**src/rtl/pwm_duty_gen_if.sv**
```systemverilog
// Key-pulse / enable / PWM signal bundle between the key debounce stage and pwm_duty_gen.
`timescale 1ns/1ps
interface pwm_duty_gen_if;
  logic       key_up_flag;
  logic       key_down_flag;
  logic       pwm_en;
  logic       pwm_out;
  logic [3:0] duty_level;
  logic       period_end;

  modport master (
    output key_up_flag, key_down_flag, pwm_en,
    input  pwm_out, duty_level, period_end
  );

  modport slave (
    input  key_up_flag, key_down_flag, pwm_en,
    output pwm_out, duty_level, period_end
  );
endinterface

```
**src/rtl/pwm_duty_gen.sv**
```systemverilog
// Fixed-frequency PWM with key-stepped duty; duty changes are applied only at period boundaries.
// Define PWM_LEVEL_WRAP_EN to make the level wrap (max->0, 0->max) instead of saturating.
`timescale 1ns/1ps
module pwm_duty_gen #(
  parameter logic [15:0] CNT_PERIOD = 16'd49_999,
  parameter logic [3:0]  STEP_MAX   = 4'd10,
  parameter logic [15:0] DUTY_STEP  = 16'd5_000,
  parameter logic [3:0]  INIT_LEVEL = 4'd5
) (
  input  logic          sys_clk,
  input  logic          sys_rst_n,
  pwm_duty_gen_if.slave bus
);

  localparam int unsigned CNT_W = 16;
  localparam int unsigned CMP_W = 17;
  localparam int unsigned LVL_W = 4;

  // Compare is one bit wider than the counter so the top level can equal CNT_PERIOD+1.
  localparam logic [CMP_W-1:0] STEP_CMP = CMP_W'(DUTY_STEP);
  localparam logic [CMP_W-1:0] FULL_CMP = CMP_W'(CNT_PERIOD) + CMP_W'(1);
  localparam logic [CMP_W-1:0] INIT_CMP = CMP_W'(INIT_LEVEL) * STEP_CMP;

  logic [CNT_W-1:0] cnt;
  logic [LVL_W-1:0] level;
  logic [LVL_W-1:0] level_nxt;
  logic [CMP_W-1:0] shadow;
  logic [CMP_W-1:0] shadow_nxt;
  logic [CMP_W-1:0] active;
  logic             pwm_q;
  logic             pend_q;
  logic             up_only;
  logic             down_only;
  logic             last;

  assign up_only   = bus.key_up_flag & ~bus.key_down_flag;
  assign down_only = bus.key_down_flag & ~bus.key_up_flag;
  assign last      = (cnt == CNT_PERIOD);

  // Shadow level/compare update from key pulses, independent of pwm_en.
  always_comb begin
    level_nxt  = level;
    shadow_nxt = shadow;
    if (up_only) begin
      if (level < STEP_MAX) begin
        level_nxt  = level + LVL_W'(1);
        shadow_nxt = shadow + STEP_CMP;
      end
`ifdef PWM_LEVEL_WRAP_EN
      else begin
        level_nxt  = '0;
        shadow_nxt = '0;
      end
`endif
    end else if (down_only) begin
      if (level > LVL_W'(0)) begin
        level_nxt  = level - LVL_W'(1);
        shadow_nxt = shadow - STEP_CMP;
      end
`ifdef PWM_LEVEL_WRAP_EN
      else begin
        level_nxt  = STEP_MAX;
        shadow_nxt = FULL_CMP;
      end
`endif
    end
  end

  always_ff @(posedge sys_clk or negedge sys_rst_n) begin
    if (!sys_rst_n) begin
      cnt    <= '0;
      level  <= INIT_LEVEL;
      shadow <= INIT_CMP;
      active <= INIT_CMP;
      pwm_q  <= 1'b0;
      pend_q <= 1'b0;
    end else begin
      level  <= level_nxt;
      shadow <= shadow_nxt;
      pwm_q  <= bus.pwm_en && ({1'b0, cnt} < active);
      pend_q <= bus.pwm_en && last;
      if (!bus.pwm_en || last) begin
        cnt    <= '0;
        active <= shadow;
      end else begin
        cnt <= cnt + CNT_W'(1);
      end
    end
  end

  assign bus.pwm_out    = pwm_q;
  assign bus.duty_level = level;
  assign bus.period_end = pend_q;

endmodule

```
**src/flat_wrapper.sv**
```systemverilog
// flat-port wrapper written by rule: the top's interface ports become plain ports
module pwm_duty_gen_flat 
#(
  parameter logic [15:0] CNT_PERIOD = 16'd49_999,
  parameter logic [3:0]  STEP_MAX   = 4'd10,
  parameter logic [15:0] DUTY_STEP  = 16'd5_000,
  parameter logic [3:0]  INIT_LEVEL = 4'd5
)
  (sys_clk, sys_rst_n, bus_key_up_flag, bus_key_down_flag, bus_pwm_en, bus_pwm_out, bus_duty_level, bus_period_end);
  pwm_duty_gen_if bus_i ();
  input  logic sys_clk;
  input  logic sys_rst_n;
  input wire logic [$bits(bus_i.key_up_flag)-1:0] bus_key_up_flag;
  input wire logic [$bits(bus_i.key_down_flag)-1:0] bus_key_down_flag;
  input wire logic [$bits(bus_i.pwm_en)-1:0] bus_pwm_en;
  output wire logic [$bits(bus_i.pwm_out)-1:0] bus_pwm_out;
  output wire logic [$bits(bus_i.duty_level)-1:0] bus_duty_level;
  output wire logic [$bits(bus_i.period_end)-1:0] bus_period_end;
  assign bus_i.key_up_flag = bus_key_up_flag;
  assign bus_i.key_down_flag = bus_key_down_flag;
  assign bus_i.pwm_en = bus_pwm_en;
  assign bus_pwm_out = bus_i.pwm_out;
  assign bus_duty_level = bus_i.duty_level;
  assign bus_period_end = bus_i.period_end;
  pwm_duty_gen #(.CNT_PERIOD(CNT_PERIOD), .STEP_MAX(STEP_MAX), .DUTY_STEP(DUTY_STEP), .INIT_LEVEL(INIT_LEVEL)) u_core (.sys_clk(sys_clk), .sys_rst_n(sys_rst_n), .bus(bus_i));
endmodule
```
**config.mk**
```make
export PLATFORM = sky130hd
export DESIGN_NAME = pwm_duty_gen_flat
export DESIGN_NICKNAME = d
export VERILOG_FILES = /design/src/rtl/pwm_duty_gen_if.sv /design/src/rtl/pwm_duty_gen.sv /design/src/flat_wrapper.sv
export SDC_FILE = /design/constraint.sdc
export NUM_CORES = 1
export LEC_CHECK = 0
export ABC_AREA = 1
export BUFFER_PORTS_ARGS = -buffer_cell sky130_fd_sc_hd__buf_2
export CAP_MARGIN = 20
export CORE_MARGIN = 3
export CORE_UTILIZATION = 62
export CTS_CLUSTER_DIAMETER = 60
export DETAILED_ROUTE_END_ITERATION = 16
export GPL_ROUTABILITY_DRIVEN = 0
export PLACE_DENSITY = 0.9
export SLEW_MARGIN = 30
export SYNTH_ARGS = -nofsm -noshare
export SYNTH_HDL_FRONTEND = slang
export SYNTH_SLANG_ARGS = --single-unit
```
**constraint.sdc**
```tcl
create_clock -name sys_clk -period 2.1 [get_ports sys_clk]
set_input_delay 0.21 -clock sys_clk [delete_from_list [all_inputs] [get_ports sys_clk]]
set_output_delay 0.21 -clock sys_clk [all_outputs]
set_load 0.02 [all_outputs]
```
After elaboration in Yosys (flattened, before gate mapping)
Cells that the tools add are included.

Logic and storage cells: 36. Output and inout port bits: 6. Input port bits: 5. Flip-flop bits (word level): 56.

Equal/unequal tests: 2. Bitwise gates (word level): 4. $add $sub $neg: 5. Reduce and logical (&&, ||, !) cells: 7. Order comparisons: 3. Muxes and demuxes: 9.

Operators with widths (number): two-way mux 17 bit (4); adder 17 x 13 -> 17 bit, second input constant (1); < comparator 16 x 17 -> 1 bit (1); subtractor 17 x 13 -> 17 bit, second input constant (1); adder 16 x 1 -> 16 bit, second input constant (1); == test 16 bit, second input constant (1); two-way mux 16 bit (1); two-way mux 4 bit (4); adder 4 x 1 -> 4 bit, second input constant (1); greater-than comparator 4 x 1 -> 1 bit, second input constant (1); < comparator 4 bit, second input constant (1); nonzero test 2 bit (2); subtractor 4 x 1 -> 4 bit, second input constant (1); AND reduction 3 bit (1); AND 1 bit (2); logical AND 1 bit (2); inequality test 2 bit, second input constant (1); inverter 1 bit (2); zero test 1 bit (1); logical OR 1 bit (1).

Longest topological paths before layout
Gate-level depths: netlist of the first run.

Word-level depth: 4. Mapped depth: 16. Mapped depth without buffers: 15.

Worst setup path before layout of the first run
No wires, ideal clock.

Path kind: input -> register. Start: in bus_key_down_flag. End: reg u_core.shadow[16]. Library setup time: 0.117 ns. Buffers on the path: 1. Arrival: 1.500 ns. Path slack: 0.483 ns. Stages on the path: 10. Required time: 1.983 ns. Cell sequence: inv_1 -> nand2_2 -> buf_6 -> ha_1 -> a21oi_1 -> o21ai_1 -> a21oi_1 -> nand3_1 -> nand3_1 -> nand2_1.

Cells in the longest elaborated chain, start to end: 4. Elaborated cells between the ends (all ways): 8. Those cells by class: 1 x eq/ne; 1 x mux; 3 x bitwise; 3 x reduce/logical.

RTL lines: from (decl) (line flat_wrapper.sv:14) `input wire logic [$bits(bus_i.key_down_flag)-1:0] bus_key_down_flag;`; inverter 1 bit (line pwm_duty_gen.sv:36) `assign up_only = bus.key_up_flag & ~bus.key_down_flag;`; AND 1 bit (line pwm_duty_gen.sv:36); inequality test 2 bit (no line) or nonzero test 2 bit (tied branches); AND reduction 3 bit (no line); to (signal assigned) (line pwm_duty_gen.sv:79) `shadow <= shadow_nxt;`; to (decl) (line pwm_duty_gen.sv:27) `logic [CMP_W-1:0] shadow;`.

Several ways; a longest one is shown, not always the timed one. A chain may end at the register's enable or synchronous reset.

Final worst setup path of the first run
Start: reg u_core.cnt[6]. End: reg u_core.active[6].

Cells in the longest elaborated chain, start to end: 2.

RTL lines: from (decl) (line pwm_duty_gen.sv:24) `logic [CNT_W-1:0] cnt;`; from (signal assigned) (line pwm_duty_gen.sv:86) `cnt <= cnt + CNT_W'(1);`; == test 16 bit (line pwm_duty_gen.sv:38) `assign last = (cnt == CNT_PERIOD);`; logical OR 1 bit (line pwm_duty_gen.sv:82) `if (!bus.pwm_en || last) begin`; to (signal assigned) (line pwm_duty_gen.sv:84) `active <= shadow;`; to (decl) (line pwm_duty_gen.sv:29) `logic [CMP_W-1:0] active;`.

Every way passes these cells.

==> results by group, run 1 <==
Routing
  – Routed wire per std cell: 13.6 um
  – First-pass iteration count of the detailed router: 4
  – WL final: 7340 um
  – DR vias/cell: 5.52
  – Vias post-DR: 2986
  – Post-route ant nets: 0
  – DRC: 0
  – DRT iter0 DRCs: 330

Critical path
  – WP data required: 2290 ps
  – FF-to-FF path depth: 6
  – Crit path kind: register to register
  – Critical-path maximum fanout: 27
  – Startpoint Class: register
  – Crit path capture type: register
  – Worst Path Arrival: 2030 ps

Floorplanning
  – Die X: 78.8 um
  – Total Die Area: 6210 um^2
  – IO Count: 11
  – Die H: 78.8 um
  – Row count: 25
  – Effective utilization at floorplan: 66.9%
  – CORE AREA: 4910 um^2

Clocking
  – Worst skew pair latency: 320 ps
  – H-tree Lvls: 2
  – CTS tree: built
  – Clk slew on worst S/H paths: 100 ps
  – CTS Buf Count: 5
  – Clock Tree Root: clkbuf_8
  – Max clock buf depth: 2
  – Hold_buf cts: 0
  – Postcts setup bufs: 0
  – Clock sinks: 50

Run status
  – Failing checks: negative hold slack
  – Status: finished, violations left

Synthesis
  – Seq cells post-synth: 50
  – Unique masters post-synth: 30
  – Post-synthesis sequential area ratio: 38.6%
  – Cells after Synth: 459
  – Top cells by area, synth: dfrtp_1 (27%), nand2_1 (15%), dfstp_2 (11%), ha_1 (8.4%), inv_1 (8.3%)
  – Syn nets: 486
  – Ys Warns: 0
  – Yosys top cell by area: dfrtp_1
  – EDFF count, synth: 0
  – Syn Std Cell Area: 3280 um^2
  – Syn Area/Cell: 7.16 um^2
  – Post-synth top area share: 27.4%
  – Ys flop type: dfrtp_1
  – Async S/R FF share, synth: 100%

Power and ir drop
  – Final Total Pwr: 4330 uW
  – Max VDD drop: 0.777 mV
  – Power Dens Cells: 1230 nW/um^2
  – Leak Pwr: 0.00185 uW

Finish
  – Share of cells above drive strength 1: 10.1%
  – Area Overhead vs Synth: 6.93%
  – Final nets: 500
  – Antenna diodes: 0

Run
  – Total of max-cap violations: 0

GRT
  – GRT Total Usage: 25.3%
  – Largest net degree at the start of global routing: 51
  – First-pass GRT wire length: 12600 um
  – Grt ovf: 0
  – Initial antenna violation count: 0
  – Number of global-route vias before repair: 2839

Placement
  – Detail Placement HPWL: 5330 um
  – Port Buffers: 10

STA
  – Fmax: 543 MHz
  – RSZ-0062 raised after global routing: no
  – Fin Setup TNS: 0 ps
  – Fin Clk Skew: 10.6 ps
  – Final Hold Vio Count: 25
  – Hold WS: -6.76 ps
  – Final Max Slew Viols: 0
  – Min cycle time layout: 1840 ps
  – Final period util: 87.7%
  – Setup Viol. Count Final: 0
  – Max-slew headroom: 58.5%
  – Worst-Margin Slew: 622 ps

Min path
  – Hold Crit Class: input port to asynchronous set/reset pin
[what timing repair did]
action	in CTS	in global routing
resized for setup	0	3
setup endpoints to repair	0	7
endpoints found under the hold margin	0	0
[worst paths after layout]
check	start	end	slack, ps
setup reg to reg	u_core.cnt[6]	u_core.active[6]	260
max in group asynchronous	sys_rst_n	u_core.shadow[9]	1690
hold reg to reg	u_core.active[3]	u_core.active[3]	470
setup / recovery	u_core.cnt[6]	u_core.active[6]	260
hold / removal	sys_rst_n	u_core.active[11]	-7
min in group sys_clk	bus_pwm_en	u_core.bus.period_end	130
[final cells by class]
type                       instances  area [um^2]
sequential                        50         1270
fill                             412         1400
timing repair buffer              15         87.6
inverter                          74          278
tap                               67         83.8
multi-input combinational        327         1680
clock inverter                     3         47.5
clock buffer                       5         68.8
[Yosys cell counts, types with 7 or more instances]
cell type and number:
nand2_1 134, inv_1 73, nor2_1 38, dfrtp_1 36
nand3_1 34, o21ai_0 29, ha_1 22, a21oi_1 20
dfstp_2 14, nand4_1 9, nor3_1 9, xor2_1 7
[cell families after synthesis]
| kind of cell | count (synthesis) | share of synthesized area (%) |
|---|---|---|
| buf+inv | 82 | 10.6 |
| simple gates | 238 | 30.7 |
| flops | 50 | 38.6 |
| fa+ha+maj | 22 | 8.38 |
| compound gates | 58 | 9.30 |
| xor+xnor | 9 | 2.40 |
[power by group]
group | switching [uW] | internal [uW]
logic | 1300 | 717
clock network | 354 | 364
registers | 252 | 1340
total | 1900 | 2430
[sequential cells by signal, indices dropped and copies added (netlist names)]
name,cells
u_core.active,14
u_core.bus.duty_level,4
u_core.bus.period_end,1
u_core.bus.pwm_out,1
u_core.cnt,16
u_core.shadow,14
[metal layers]
| metal | routed length (um) | GRT usage (%) | up-vias |
|---|---|---|---|
| met1 | 3180 | 32.8 | 1379 |
| met2 | 3550 | 41.6 | 93 |
| met4 | 173 | 11.2 | 0 |
| met3 | 439 | 4.31 | 20 |
| li1 | - | - | 1494 |
| met5 | 0 | 0 | - |
[layout by cell type (no fill, tap or decap), types with 2 or more instances in the layout]
cell      Yosys  layout
nand3_1      34      34
nand4_1       9       9
xnor2_1       2       2
o21ai_2       2       2
nor4_1        6       6
ha_1         22      22
buf_4         0       5
xor2_1        7       7
nand2_2       2       3
nand3b_1      2       2
nor2_2        2       3
nor3_1        9       8
clkbuf_8      0       5
o21ai_1       3       3
nor2_1       38      37
nand2_1     134     133
dfstp_2      14      14
inv_6         0       2
buf_2         1      10
a21oi_1      20      20
inv_1        73      73
o21ai_0      29      29
dfrtp_1      36      36
[worst max-delay path, stage by stage, from the launching register on]
cell and delay [ps]:
dfrtp_1 450, inv_1 130, nor4_1 320, nand4_1 190
nand2_2 210, buf_4 290, o21ai_0 120
[stage by stage]
step | instance area, um^2 | std cells | utilization [%] | setup slack [ps] | hold slack, ps
global placement | 3390 | 533 | 68.9 | 272 | 349
floorplan | 3280 | 459 | - | 483 | -85.6
detailed placement | 3390 | 533 | 68.9 | 108 | 355
finish | 3510 | 541 | 71.5 | 258 | -6.76
CTS | 3500 | 541 | 71.3 | 177 | 8.80
global route | 3510 | 541 | 71.5 | 58.1 | 32.6
Power figures use the tool's default switching activity.
==> run 2: changes to the inputs <==
--- a/config.mk
+++ b/config.mk
@@ -13,6 +13,7 @@
 export CTS_CLUSTER_DIAMETER = 60
 export DETAILED_ROUTE_END_ITERATION = 16
 export GPL_ROUTABILITY_DRIVEN = 0
+export HOLD_SLACK_MARGIN = 0.03
 export PLACE_DENSITY = 0.9
 export SLEW_MARGIN = 30
 export SYNTH_ARGS = -nofsm -noshare
==> run 2 against run 1 <==
  * Cell count increased by 0.18%
  * Fmax decreased by 0.23%
  * The flow now finishes without violations
  * Largest cell class unchanged
  * Sequential share of layout area down 0.10 points
==> results by group, run 2 (same netlist as run 1, synthesis figures left out) <==
Routing
  – DR vias/cell: 5.57
  – First-pass iteration count of the detailed router: 4
  – Post-route ant nets: 0
  – DRC: 0
  – WL final: 7380 um
  – Vias post-DR: 3017
  – Routed wire per std cell: 13.6 um
  – DRT iter0 DRCs: 302

Critical path
  – Startpoint Class: register
  – CP Buf/Inv Count: 2
  – Crit path capture type: register
  – CP cell instances: inv_1 > nor4_1 > nand4_1 > nand2_2 > buf_4 > o21ai_0
  – WP data required: 2290 ps
  – CP top delay family: simple AND/OR/NAND/NOR gates
  – Crit path kind: register to register
  – FF-to-FF path depth: 6
  – Largest stage delay, worst path: 450 ps
  – Slowest cell on the critical path: dfrtp_1
  – Critical-path maximum fanout: 27
  – Crit. path cell count: 6
  – Worst Path Arrival: 2030 ps

STA
  – Worst-Margin Slew: 620 ps
  – Fin Clk Skew: 9.82 ps
  – RSZ-0062 raised after global routing: no
  – Fin Setup TNS: 0 ps
  – Final Hold Vio Count: 0
  – Final Max Slew Viols: 0
  – Final period util: 87.9%
  – Min cycle time layout: 1850 ps
  – Max-slew headroom: 58.7%
  – Setup Viol. Count Final: 0
  – Fmax: 541 MHz
  – Min setup slack post-route: 253 ps

Run status
  – Status: finished, final reports clean

Clocking
  – Clock Tree Root: clkbuf_8
  – H-tree Lvls: 2
  – CTS tree: built
  – Worst skew pair latency: 320 ps
  – Max clock buf depth: 2
  – Clock sinks: 50
  – CTS Buf Count: 5
  – Clk slew on worst S/H paths: 100 ps
  – Postcts setup bufs: 0

GRT
  – Number of global-route vias before repair: 2853
  – GR peak layer: met2
  – Met1 global-route usage: 32.9%
  – First-pass GRT wire length: 12600 um
  – Met2 usage: 41.6%
  – Largest net degree at the start of global routing: 51
  – M3 GR Usage: 4.20%
  – GRT Total Usage: 25.4%
  – Grt ovf: 0
  – Initial antenna violation count: 0

Floorplanning
  – Row count: 25
  – Die H: 78.8 um
  – Total Die Area: 6210 um^2
  – CORE AREA: 4910 um^2
  – Die X: 78.8 um
  – Effective utilization at floorplan: 66.9%
  – IO Count: 11

Finish
  – Area Overhead vs Synth: 7.24%
  – Antenna diodes: 0
  – Final nets: 501
  – Commonest non-fill, non-tap cell in the layout: nand2_1
  – Top Registers: u_core.cnt: 16 flops, u_core.active: 14 flops, u_core.shadow: 14 flops
  – Top reg by flops: u_core.cnt
  – Filler cell count: 411
  – Share of cells above drive strength 1: 10.1%
  – Max FFs per register: 16
  – FF+latch area: 1270 um^2
  – Most frequent cells in the layout: nand2_1 (133), inv_1 (73), nor2_1 (37)
  – Area of the multi-input gates: 1680 um^2

Min path
  – Number of cells on the worst hold path: 3
  – Hold Crit Class: input port to register

Power and ir drop
  – Max VDD drop: 0.778 mV
  – Leak Pwr: 0.00185 uW
  – Power Dens Cells: 1230 nW/um^2

Placement
  – Port Buffers: 10
  – Detail Placement HPWL: 5330 um
  – Worst Setup Slack post-DPL: 108 ps

Run
  – Total of max-cap violations: 0
[run 2: cell count changes in the layout (fill, tap and decap cells not counted)]
cell,delta
dlygate4sd3_1,+1
[run 2: stage by stage]
step | cells | area, um^2 | power [uW] | utilization (%) | hold slack, ps
2_1_floorplan | 459 | 3280 | 3120 | - | -85.6
3_3_place_gp | 533 | 3390 | 3460 | 68.9 | 349
3_5_place_dp | 533 | 3390 | 3590 | 68.9 | 355
4_1_cts | 542 | 3510 | 4320 | 71.5 | 124
5_1_grt | 542 | 3520 | 4710 | 71.7 | 145
6_report | 542 | 3520 | 4340 | 71.7 | 130
[run 2: where the power goes]
part / internal [uW] / switching (uW) / total, uW
Combinational: 718 / 1300 / 2020
Sequential: 1340 / 254 / 1600
Clock: 364 / 356 / 720
Total: 2430 / 1910 / 4340
[run 2: layout make-up]
cell class / count / share of cell area (%)
Clock inverter: 3 / 1.35
Timing Repair Buffer: 16 / 2.77
Multi-Input combinational cell: 327 / 47.6
Inverter: 74 / 7.89
Clock buffer: 5 / 1.95
Sequential cell: 50 / 36.0
Tap cell: 67 / 2.38
[run 2: worst paths after layout]
check | startpoint | endpoint | slack, ps
setup / recovery | u_core.cnt[6] | u_core.active[6] | 250
hold / removal | bus_pwm_en | u_core.bus.period_end | 130
setup reg to reg | u_core.cnt[6] | u_core.active[6] | 250
hold reg to reg | u_core.active[3] | u_core.active[3] | 470
max in group asynchronous | sys_rst_n | u_core.shadow[9] | 1150
min in group asynchronous | sys_rst_n | u_core.shadow[16] | 540
[run 2: routing by layer]
| layer | vias up | share of wire (%) | wire [um] |
|---|---|---|---|
| met5 | - | 0 | 0 |
| met4 | 0 | 2.2 | 165 |
| met3 | 20 | 6.1 | 452 |
| met2 | 100 | 49 | 3590 |
| met1 | 1396 | 43 | 3170 |
| li1 | 1501 | - | - |
[run 2: timing repair]
action / in CTS / in global routing
endpoints found under the setup margin: 0 / 7
gates resized for setup: 0 / 3
hold endpoints to repair: 36 / 0
hold buffers: 1 / 0
[run 2: worst min-delay path: stages]
cell    delay, ps
buf_2         120
inv_1          50
nor2_1         40
